--- src/rtl/ioctl_upload_responder.sv ---
// ---------------------------------------------------------------------------
// ioctl_upload_responder
//
// Answers hps_io upload reads (ioctl_rd) for one upload slot with bytes fetched
// from a synchronous read RAM on the core side, such as an input-event log.
// While a RAM fetch is outstanding, ioctl_wait stalls the HPS. Addresses at or
// beyond DEPTH return FILL_BYTE immediately and do not touch the RAM.
//
// Optional build macro: UPLOAD_CHECKSUM_EN adds a running XOR checksum output
// (csum) over every byte handed back to the HPS during the current session.
//
// Ports
//   clk_sys       in   system clock
//   reset_n       in   asynchronous active-low reset
//   ioctl_upload  in   upload session active (level)
//   ioctl_index   in   selected upload slot
//   ioctl_rd      in   one-cycle read strobe, ioctl_addr valid with it
//   ioctl_addr    in   25-bit byte address of the request
//   ioctl_din     out  returned byte, held until the next completed request
//   ioctl_wait    out  high while a RAM fetch is outstanding
//   mem_rd        out  one-cycle RAM read strobe
//   mem_addr      out  RAM read address
//   mem_q         in   RAM data, valid RD_LAT cycles after mem_rd
//   upload_done   out  one-cycle pulse when a selected session ends
//   csum          out  XOR of returned bytes (only with UPLOAD_CHECKSUM_EN)
//   proto_err     out  sticky; a read strobe arrived while a fetch was pending
// ---------------------------------------------------------------------------
module ioctl_upload_responder #(
    parameter int unsigned ADDR_W       = 14,
    parameter int unsigned DEPTH        = 16384,
    parameter int unsigned RD_LAT       = 2,
    parameter logic [7:0]  UPLOAD_INDEX = 8'd2,
    parameter logic [7:0]  FILL_BYTE    = 8'hFF
) (
    input  logic              clk_sys,
    input  logic              reset_n,
    input  logic              ioctl_upload,
    input  logic [7:0]        ioctl_index,
    input  logic              ioctl_rd,
    input  logic [24:0]       ioctl_addr,
    output logic [7:0]        ioctl_din,
    output logic              ioctl_wait,
    output logic              mem_rd,
    output logic [ADDR_W-1:0] mem_addr,
    input  logic [7:0]        mem_q,
    output logic              upload_done,
`ifdef UPLOAD_CHECKSUM_EN
    output logic [7:0]        csum,
`endif
    output logic              proto_err
);

    typedef enum logic [1:0] {
        IDLE  = 2'd0,
        READY = 2'd1,
        FETCH = 2'd2
    } state_t;

    // Full-width bound so that large addresses never alias into the RAM.
    localparam logic [24:0] DEPTH_A = 25'(DEPTH);
    localparam logic [2:0]  LAT_C   = 3'(RD_LAT);

    state_t            state_q, state_d;
    logic [2:0]        cnt_q, cnt_d;
    logic [7:0]        din_q, din_d;
    logic              wait_q, wait_d;
    logic              mem_rd_q, mem_rd_d;
    logic [ADDR_W-1:0] mem_addr_q, mem_addr_d;
    logic              done_q, done_d;
    logic              perr_q, perr_d;

    logic              sel;
    logic              in_range;
    logic              resp_en;     // a byte is handed to the HPS this cycle
    logic [7:0]        resp_byte;

    assign sel      = ioctl_upload && (ioctl_index == UPLOAD_INDEX);
    assign in_range = (ioctl_addr < DEPTH_A);

    always_ff @(posedge clk_sys or negedge reset_n) begin
        if (!reset_n) begin
            state_q    <= IDLE;
            cnt_q      <= 3'd0;
            din_q      <= 8'h00;
            wait_q     <= 1'b0;
            mem_rd_q   <= 1'b0;
            mem_addr_q <= '0;
            done_q     <= 1'b0;
            perr_q     <= 1'b0;
        end else begin
            state_q    <= state_d;
            cnt_q      <= cnt_d;
            din_q      <= din_d;
            wait_q     <= wait_d;
            mem_rd_q   <= mem_rd_d;
            mem_addr_q <= mem_addr_d;
            done_q     <= done_d;
            perr_q     <= perr_d;
        end
    end

    always_comb begin
        state_d    = state_q;
        cnt_d      = cnt_q;
        wait_d     = wait_q;
        mem_rd_d   = 1'b0;
        mem_addr_d = mem_addr_q;
        done_d     = 1'b0;
        perr_d     = perr_q;
        resp_en    = 1'b0;
        resp_byte  = 8'h00;

        case (state_q)
            IDLE: begin
                wait_d = 1'b0;
                cnt_d  = 3'd0;
                if (sel) begin
                    state_d = READY;
                    perr_d  = 1'b0;
                end
            end

            READY: begin
                if (!sel) begin
                    // Session end has priority over a read in the same cycle.
                    state_d = IDLE;
                    wait_d  = 1'b0;
                    done_d  = 1'b1;
                    cnt_d   = 3'd0;
                end else if (ioctl_rd) begin
                    if (in_range) begin
                        mem_addr_d = ioctl_addr[ADDR_W-1:0];
                        mem_rd_d   = 1'b1;
                        wait_d     = 1'b1;
                        cnt_d      = LAT_C;
                        state_d    = FETCH;
                    end else begin
                        resp_en   = 1'b1;
                        resp_byte = FILL_BYTE;
                    end
                end
            end

            FETCH: begin
                if (!sel) begin
                    // Abort: the pending RAM word is simply never captured.
                    state_d = IDLE;
                    wait_d  = 1'b0;
                    done_d  = 1'b1;
                    cnt_d   = 3'd0;
                end else begin
                    if (ioctl_rd) begin
                        perr_d = 1'b1;
                    end
                    // cnt reaches zero in the cycle mem_q carries the word
                    // requested RD_LAT cycles earlier by mem_rd.
                    if (cnt_q == 3'd0) begin
                        resp_en   = 1'b1;
                        resp_byte = mem_q;
                        wait_d    = 1'b0;
                        state_d   = READY;
                    end else begin
                        cnt_d = cnt_q - 3'd1;
                    end
                end
            end

            default: begin
                state_d = IDLE;
                wait_d  = 1'b0;
                cnt_d   = 3'd0;
            end
        endcase

        din_d = resp_en ? resp_byte : din_q;
    end

`ifdef UPLOAD_CHECKSUM_EN
    logic [7:0] csum_q, csum_d;
    logic       session_start;

    assign session_start = (state_q == IDLE) && sel;

    always_comb begin
        csum_d = csum_q;
        if (session_start) begin
            csum_d = 8'h00;
        end else if (resp_en) begin
            csum_d = csum_q ^ resp_byte;
        end
    end

    always_ff @(posedge clk_sys or negedge reset_n) begin
        if (!reset_n) begin
            csum_q <= 8'h00;
        end else begin
            csum_q <= csum_d;
        end
    end

    assign csum = csum_q;
`endif

    assign ioctl_din   = din_q;
    assign ioctl_wait  = wait_q;
    assign mem_rd      = mem_rd_q;
    assign mem_addr    = mem_addr_q;
    assign upload_done = done_q;
    assign proto_err   = perr_q;

endmodule

--- config.mk ---
export PLATFORM = sky130hd
export DESIGN_NAME = ioctl_upload_responder
export DESIGN_NICKNAME = d
export VERILOG_FILES = /design/src/rtl/ioctl_upload_responder.sv
export SDC_FILE = /design/constraint.sdc
export NUM_CORES = 1
export LEC_CHECK = 0
export BUFFER_PORTS_ARGS = -buffer_cell sky130_fd_sc_hd__buf_2
export CAP_MARGIN = 20
export CORE_MARGIN = 8
export CORE_UTILIZATION = 46
export DETAILED_ROUTE_END_ITERATION = 12
export GPL_ROUTABILITY_DRIVEN = 0
export GPL_TIMING_DRIVEN = 0
export HOLD_SLACK_MARGIN = 0.06
export PLACE_DENSITY = 0.79
export SLEW_MARGIN = 20
export SYNTH_ARGS = -nofsm -noshare
export SYNTH_HDL_FRONTEND = slang
export SYNTH_SLANG_ARGS = --single-unit
--- constraint.sdc ---
create_clock -name clk_sys -period 2.05 [get_ports clk_sys]
set_input_delay 0.1025 -clock clk_sys [delete_from_list [all_inputs] [get_ports clk_sys]]
set_output_delay 0.1025 -clock clk_sys [all_outputs]
set_load 0.005 [all_outputs]
**Yosys cells after proc, flatten, opt, wreduce, memory -nomap -nowiden**

Index checks and enable logic that the tools add are counted.

- Word-level logic and storage cells: 71
- Register bits after elaboration: 31
- Bits of input ports: 45

- $lt $le $gt $ge: 1
- Eq/ne operators: 10
- Multiplexer cells: 41
- Reductions and logical operators: 10
- $add $sub $neg: 1

Operators by type and width:

| operator | count |
|---|---|
| $mux 8 | 5 |
| $lt 25x15->1 const B | 1 |
| $mux 1 | 19 |
| $pmux 8 s2 | 1 |
| $mux 3 | 5 |
| $mux 2 | 6 |
| $ne 3x3->1 const B | 4 |
| $reduce_and 4->1 | 3 |
| $eq 8x2->1 const B | 1 |
| $ne 2x2->1 const B | 3 |
| $pmux 1 s2 | 3 |
| $pmux 2 s3 | 1 |
| $pmux 3 s2 | 1 |
| $reduce_and 3->1 | 2 |
| $logic_not 3->1 | 1 |
| $sub 3x1->3 const B | 1 |
| $eq 2x1->1 const B | 1 |
| $eq 2x2->1 const B | 1 |
| $logic_not 2->1 | 1 |
| $reduce_bool 2->1 | 1 |
| $reduce_or 2->1 | 1 |
| $logic_and 1x1->1 | 1 |

**Depth between registers and ports, before layout**

- Depth in word-level cells: 5
- Mapped depth: 7
- Depth with buffers taken out: 7

**Worst setup path before layout**

OpenSTA, ideal clock, no wires.

- Path type: in2reg
- Start: input ioctl_index[4]
- End: register mem_addr_q[10], in the netlist mem_addr[10]
- Path buffers: 2
- Stages: 6
- Arrival: 1.753 ns
- Path slack: 0.172 ns
- Setup time: 0.125 ns
- Cell sequence: or4b_4 > nor4_4 > and3_2 > buf_4 > buf_6 > mux2_2

- Word-level cells in the longest chain between the ends: 3

Ends and longest elaborated chain:

| item | RTL line | source |
|---|---|---|
| start: declaration | 38 | `input logic [7:0] ioctl_index,` |
| $eq 8x2->1 | 77 | `assign sel = ioctl_upload && (ioctl_index == UPLOAD_INDEX);` |
| $logic_and 1x1->1 | 77 |  |
| $reduce_and 4->1 (no line) | -- |  |
| end signal: assignment | 96 | `mem_addr_q <= mem_addr_d;` |
| end: declaration | 68 | `logic [ADDR_W-1:0] mem_addr_q, mem_addr_d;` |

Every way passes these cells.
A chain may end at the register's enable or synchronous reset.

**Worst setup path in the final report**

- Start: register cnt_q[0]
- End: register din_q[3], in the netlist ioctl_din[3]

- Word-level cells in the longest chain between the ends: 4
- Elaborated cells on any way between the ends: 7
- Those cells by class: mux (6); reduce/logical (1)

Ends and longest elaborated chain:

| item | RTL line | source |
|---|---|---|
| start: declaration | 64 | `logic [2:0] cnt_q, cnt_d;` |
| start signal: assignment | 92 | `cnt_q <= cnt_d;` |
| $logic_not 3->1 (*) | 157 | `if (cnt_q == 3'd0) begin` |
| $mux 8 or $mux 1 (tied branches) | 157 |  |
| $mux 8 or $mux 1 (tied branches) | 145 | `if (!sel) begin` |
| $pmux 8 s2 or $pmux 1 s2 (tied branches) | 113 | `case (state_q)` |
| end signal: assignment | 93 | `din_q <= din_d;` |
| end: declaration | 65 | `logic [7:0] din_q, din_d;` |

Every way passes the cells marked *; elsewhere a longest branch is shown, timed or not.

==> qor.csv <==
stage,metric,value,unit
power_and_ir_drop,total_power,1490,uW
setup_path,r2r-start,cnt_q[0],
floorplanning,coreArea,3080,um^2
synth,synthesis.nets,171,
power_and_ir_drop,power.internal,1100,uW
synth,yosysUniqueCellTypes,35,
floorplanning,fp.dieH,73.1,um
setup_path,crit_buf_inv,1,
synth,ys_top_cells_by_count,"31 x dfrtp_1, 16 x mux2_2, 8 x a21o_1, 8 x inv_1, 8 x o22a_1",
drt,vias_per_cell,4.93,
synth,netlist_instances,120,
synth,synth_seq_cells,31,
floorplanning,die_area,5340,um^2
placed_design,portBuffers,70,
drt,final_antenna_net_count,0,
setup_path,critPathLaunchType,flip-flop,
synth,ys_warn_count,0,
hold_path,min_path_cells,3,
power_and_ir_drop,power.leakage,0.00119,uW
timing,setup_tns,0,ns
clock_tree,cts_tree,yes,
global_routing,antenna_found_initial,0,
setup_path,crit_path_end_kind,flip-flop,
global_routing,grt_max_degree,32,
timing,setup_violations,0,
cells_and_area,finish.instance_area,2140,um^2
global_routing,track_usage,15.4,%
cells_and_area,final_util,69.5,%
synth,async_flop_share,100,%
timing,fin_skew,0.00541,ns
synth,synth.top_cell.area_share,51.8,%
drt,vias,1266,
global_routing,grt-ovfl-total,0,
clock_tree,cts_buffer_depth,2,
drt,drt_iter0_drc,50,
timing,fin_crit_sh,88.5,%
placed_design,hpwl,2990,um
placed_design,placed_cell_area,1900,um^2
power_and_ir_drop,seqPwrFrac,44.2,%
timing,max_slew.worst_pin.slew,0.672,ns
floorplanning,design.portCount,71,
clock_tree,clk_pin_slew,0.10,ns
timing,min_period,1.81,ns
cells_and_area,area_delta_synth_final,42.9,%
setup_path,cp-startpoint,cnt_q[0],
flow_run,maxCapViolations,0,
power_and_ir_drop,p_sw,385,uW
floorplanning,chipWidth,73.1,um
clock_tree,cts_buffers,5,
setup_path,critPathMaxFanout,9,
clock_tree,post_cts_buffers,0,
synth,netlist_area,1500,um^2
drt,first_pass_iters,4,
setup_path,cp.arrival,2.09,ns
clock_tree,cts.sinks,31,
setup_path,path_class,reg2reg,
power_and_ir_drop,power_density,694,nW/um^2
cells_and_area,final_nets,263,
synth,synth_area_leaders,"dfrtp_1 52%, mux2_2 12%, ha_1 5.0%",
power_and_ir_drop,p_comb_share,22.1,%
cells_and_area,num_antenna_cells,0,
floorplanning,start_util,48.7,%
timing,clock.fmax,0.551,GHz
synth,synth_edf_count,0,
cells_and_area,drive_above_1_share,50.2,%
drt,wire_per_inst,15.2,um
global_routing,grt_pass1_vias,1368,
run_status,status,"complete, no violations",
power_and_ir_drop,switching_share,25.9,%
synth,yosysTopAreaCell,dfrtp_1,
synth,syn_area_per_cell,12.5,um^2
setup_path,cp_slowest_cell,dfrtp_1,
drt,route.detailed.drc,0,
setup_path,cpPeakStageDelay,0.39,ns
floorplanning,rows,20,
clock_tree,cts-root-buf,clkbuf_4,
timing,rsz0062_at_grt,false,
synth,ys.flop_type,dfrtp_1,
setup_path,cp.depth,7,
synth,synth.most_common_cell,dfrtp_1,
setup_path,reg2reg_to,ioctl_din[3],
synth,synth-seq-area-share,51.8,%
setup_path,crit_top_cell,ha_1,
global_routing,grt_first_pass_wirelength,6370,um
setup_path,cp-endpoint,ioctl_din[3],
timing,slew_viol_final,0,
clock_tree,htreeDepth,2,
power_and_ir_drop,irDropWorstVdd,381,uV
timing,hold_viol_final,0,
setup_path,crit_path_cell_trace,inv_1 > ha_1 > ha_1 > nand2b_1 > nand2_1 > a21oi_2 > o22a_1,
clock_tree,clock_latency,0.33,ns
drt,wirelength,3900,um
timing,slew_headroom,55.2,%
power_and_ir_drop,clockPowerShare,33.7,%
setup_path,crit_family,compound AO/OA/AOI/OAI gates,
setup_path,cp.required,2.33,ns
setup_path,r2r_slack,0.24,ns
hold_path,hold_path.class,in2reg,
setup_path,reg2reg_depth,7,
==> final cells by class <==
type                            instances  area, um^2
Buffer                                  4        33.8
Clock buffer                            6        51.3
Clock inverter                          2        35.0
Fill cell                             218         938
Inverter                                8        30.0
Multi-Input combinational cell         77         658
Sequential cell                        31         776
Tap cell                               44        55.1
Timing Repair Buffer                   85         500
==> routing by layer <==
layer | global-route usage, % | wire length [um] | share of wire, %
met1 | 15.0 | 1370 | 35
met2 | 27.7 | 2160 | 55
met5 | 0 | 0 | 0
met3 | 5.77 | 293 | 7.5
met4 | 7.56 | 71 | 1.8
==> cell usage in the layout (no fill, tap or decap), types with 2 or more instances in the layout <==
cell	Yosys	final
a21o_1	8	8
a21oi_1	4	4
and3_2	2	2
buf_2	0	70
buf_6	2	2
clkbuf_4	0	5
dfrtp_1	31	31
dlygate4sd3_1	0	15
ha_1	6	6
inv_1	8	8
mux2_2	16	16
nand2_1	3	3
nand3_1	2	2
nand4_1	2	2
nor2_1	5	5
nor4_1	2	2
o22a_1	8	8
==> what timing repair did <==
action	in CTS	in global routing
endpoints found under the setup margin	0	0
hold buffers	15	0
hold endpoints to repair	45	0
gates resized for setup	0	0
==> state kept, by name (all words and copies together), names as in the netlist <==
register	flops
mem_addr	14
proto_err	1
ioctl_wait	1
ioctl_din	8
state_q	2
mem_rd	1
cnt_q	3
upload_done	1
==> cells by family after synthesis <==
kind of cell / Yosys count / share of synthesized area [%]
muxes: 18 / 13.7
adders and majority gates: 6 / 5.01
buffers and inverters: 12 / 4.26
AOI/OAI and AO/OA: 26 / 13.4
DFF: 31 / 51.8
and+or+nand+nor: 27 / 11.9
==> power groups by stage <==
stage | Clock, uW | Sequential [uW] | Combinational, uW
floorplan | 0 | 668 | 199
global placement | 0 | 666 | 299
detailed placement | 0 | 670 | 307
CTS | 508 | 658 | 331
global route | 535 | 662 | 373
finish | 501 | 657 | 328
==> through the flow <==
stage | std cells | worst slack, ns | hold slack [ns]
global placement | 234 | -0.0404 | 0.165
CTS | 257 | 0.219 | 0.0676
floorplan | 120 | 0.172 | -0.193
detailed placement | 234 | -0.0679 | 0.180
global route | 257 | 0.0751 | 0.0732
finish | 257 | 0.236 | 0.0746
==> how the worst min path moves through the flow <==
stage              from  slack, ns      endpoint
4_1_cts        ioctl_rd       0.07     proto_err
2_1_floorplan   reset_n      -0.19      cnt_q[0]
3_3_place_gp    reset_n       0.16  ioctl_din[5]
6_report       mem_q[5]       0.07  ioctl_din[5]
5_1_grt        mem_q[7]       0.07  ioctl_din[7]
3_5_place_dp    reset_n       0.18  ioctl_din[3]
==> worst reg2reg max path, cell delays in order (launching register included) <==
cell	delay [ns]
dfrtp_1	0.39
inv_1	0.08
ha_1	0.16
ha_1	0.21
nand2b_1	0.16
nand2_1	0.20
a21oi_2	0.36
o22a_1	0.19
Power figures use the tool's default switching activity.
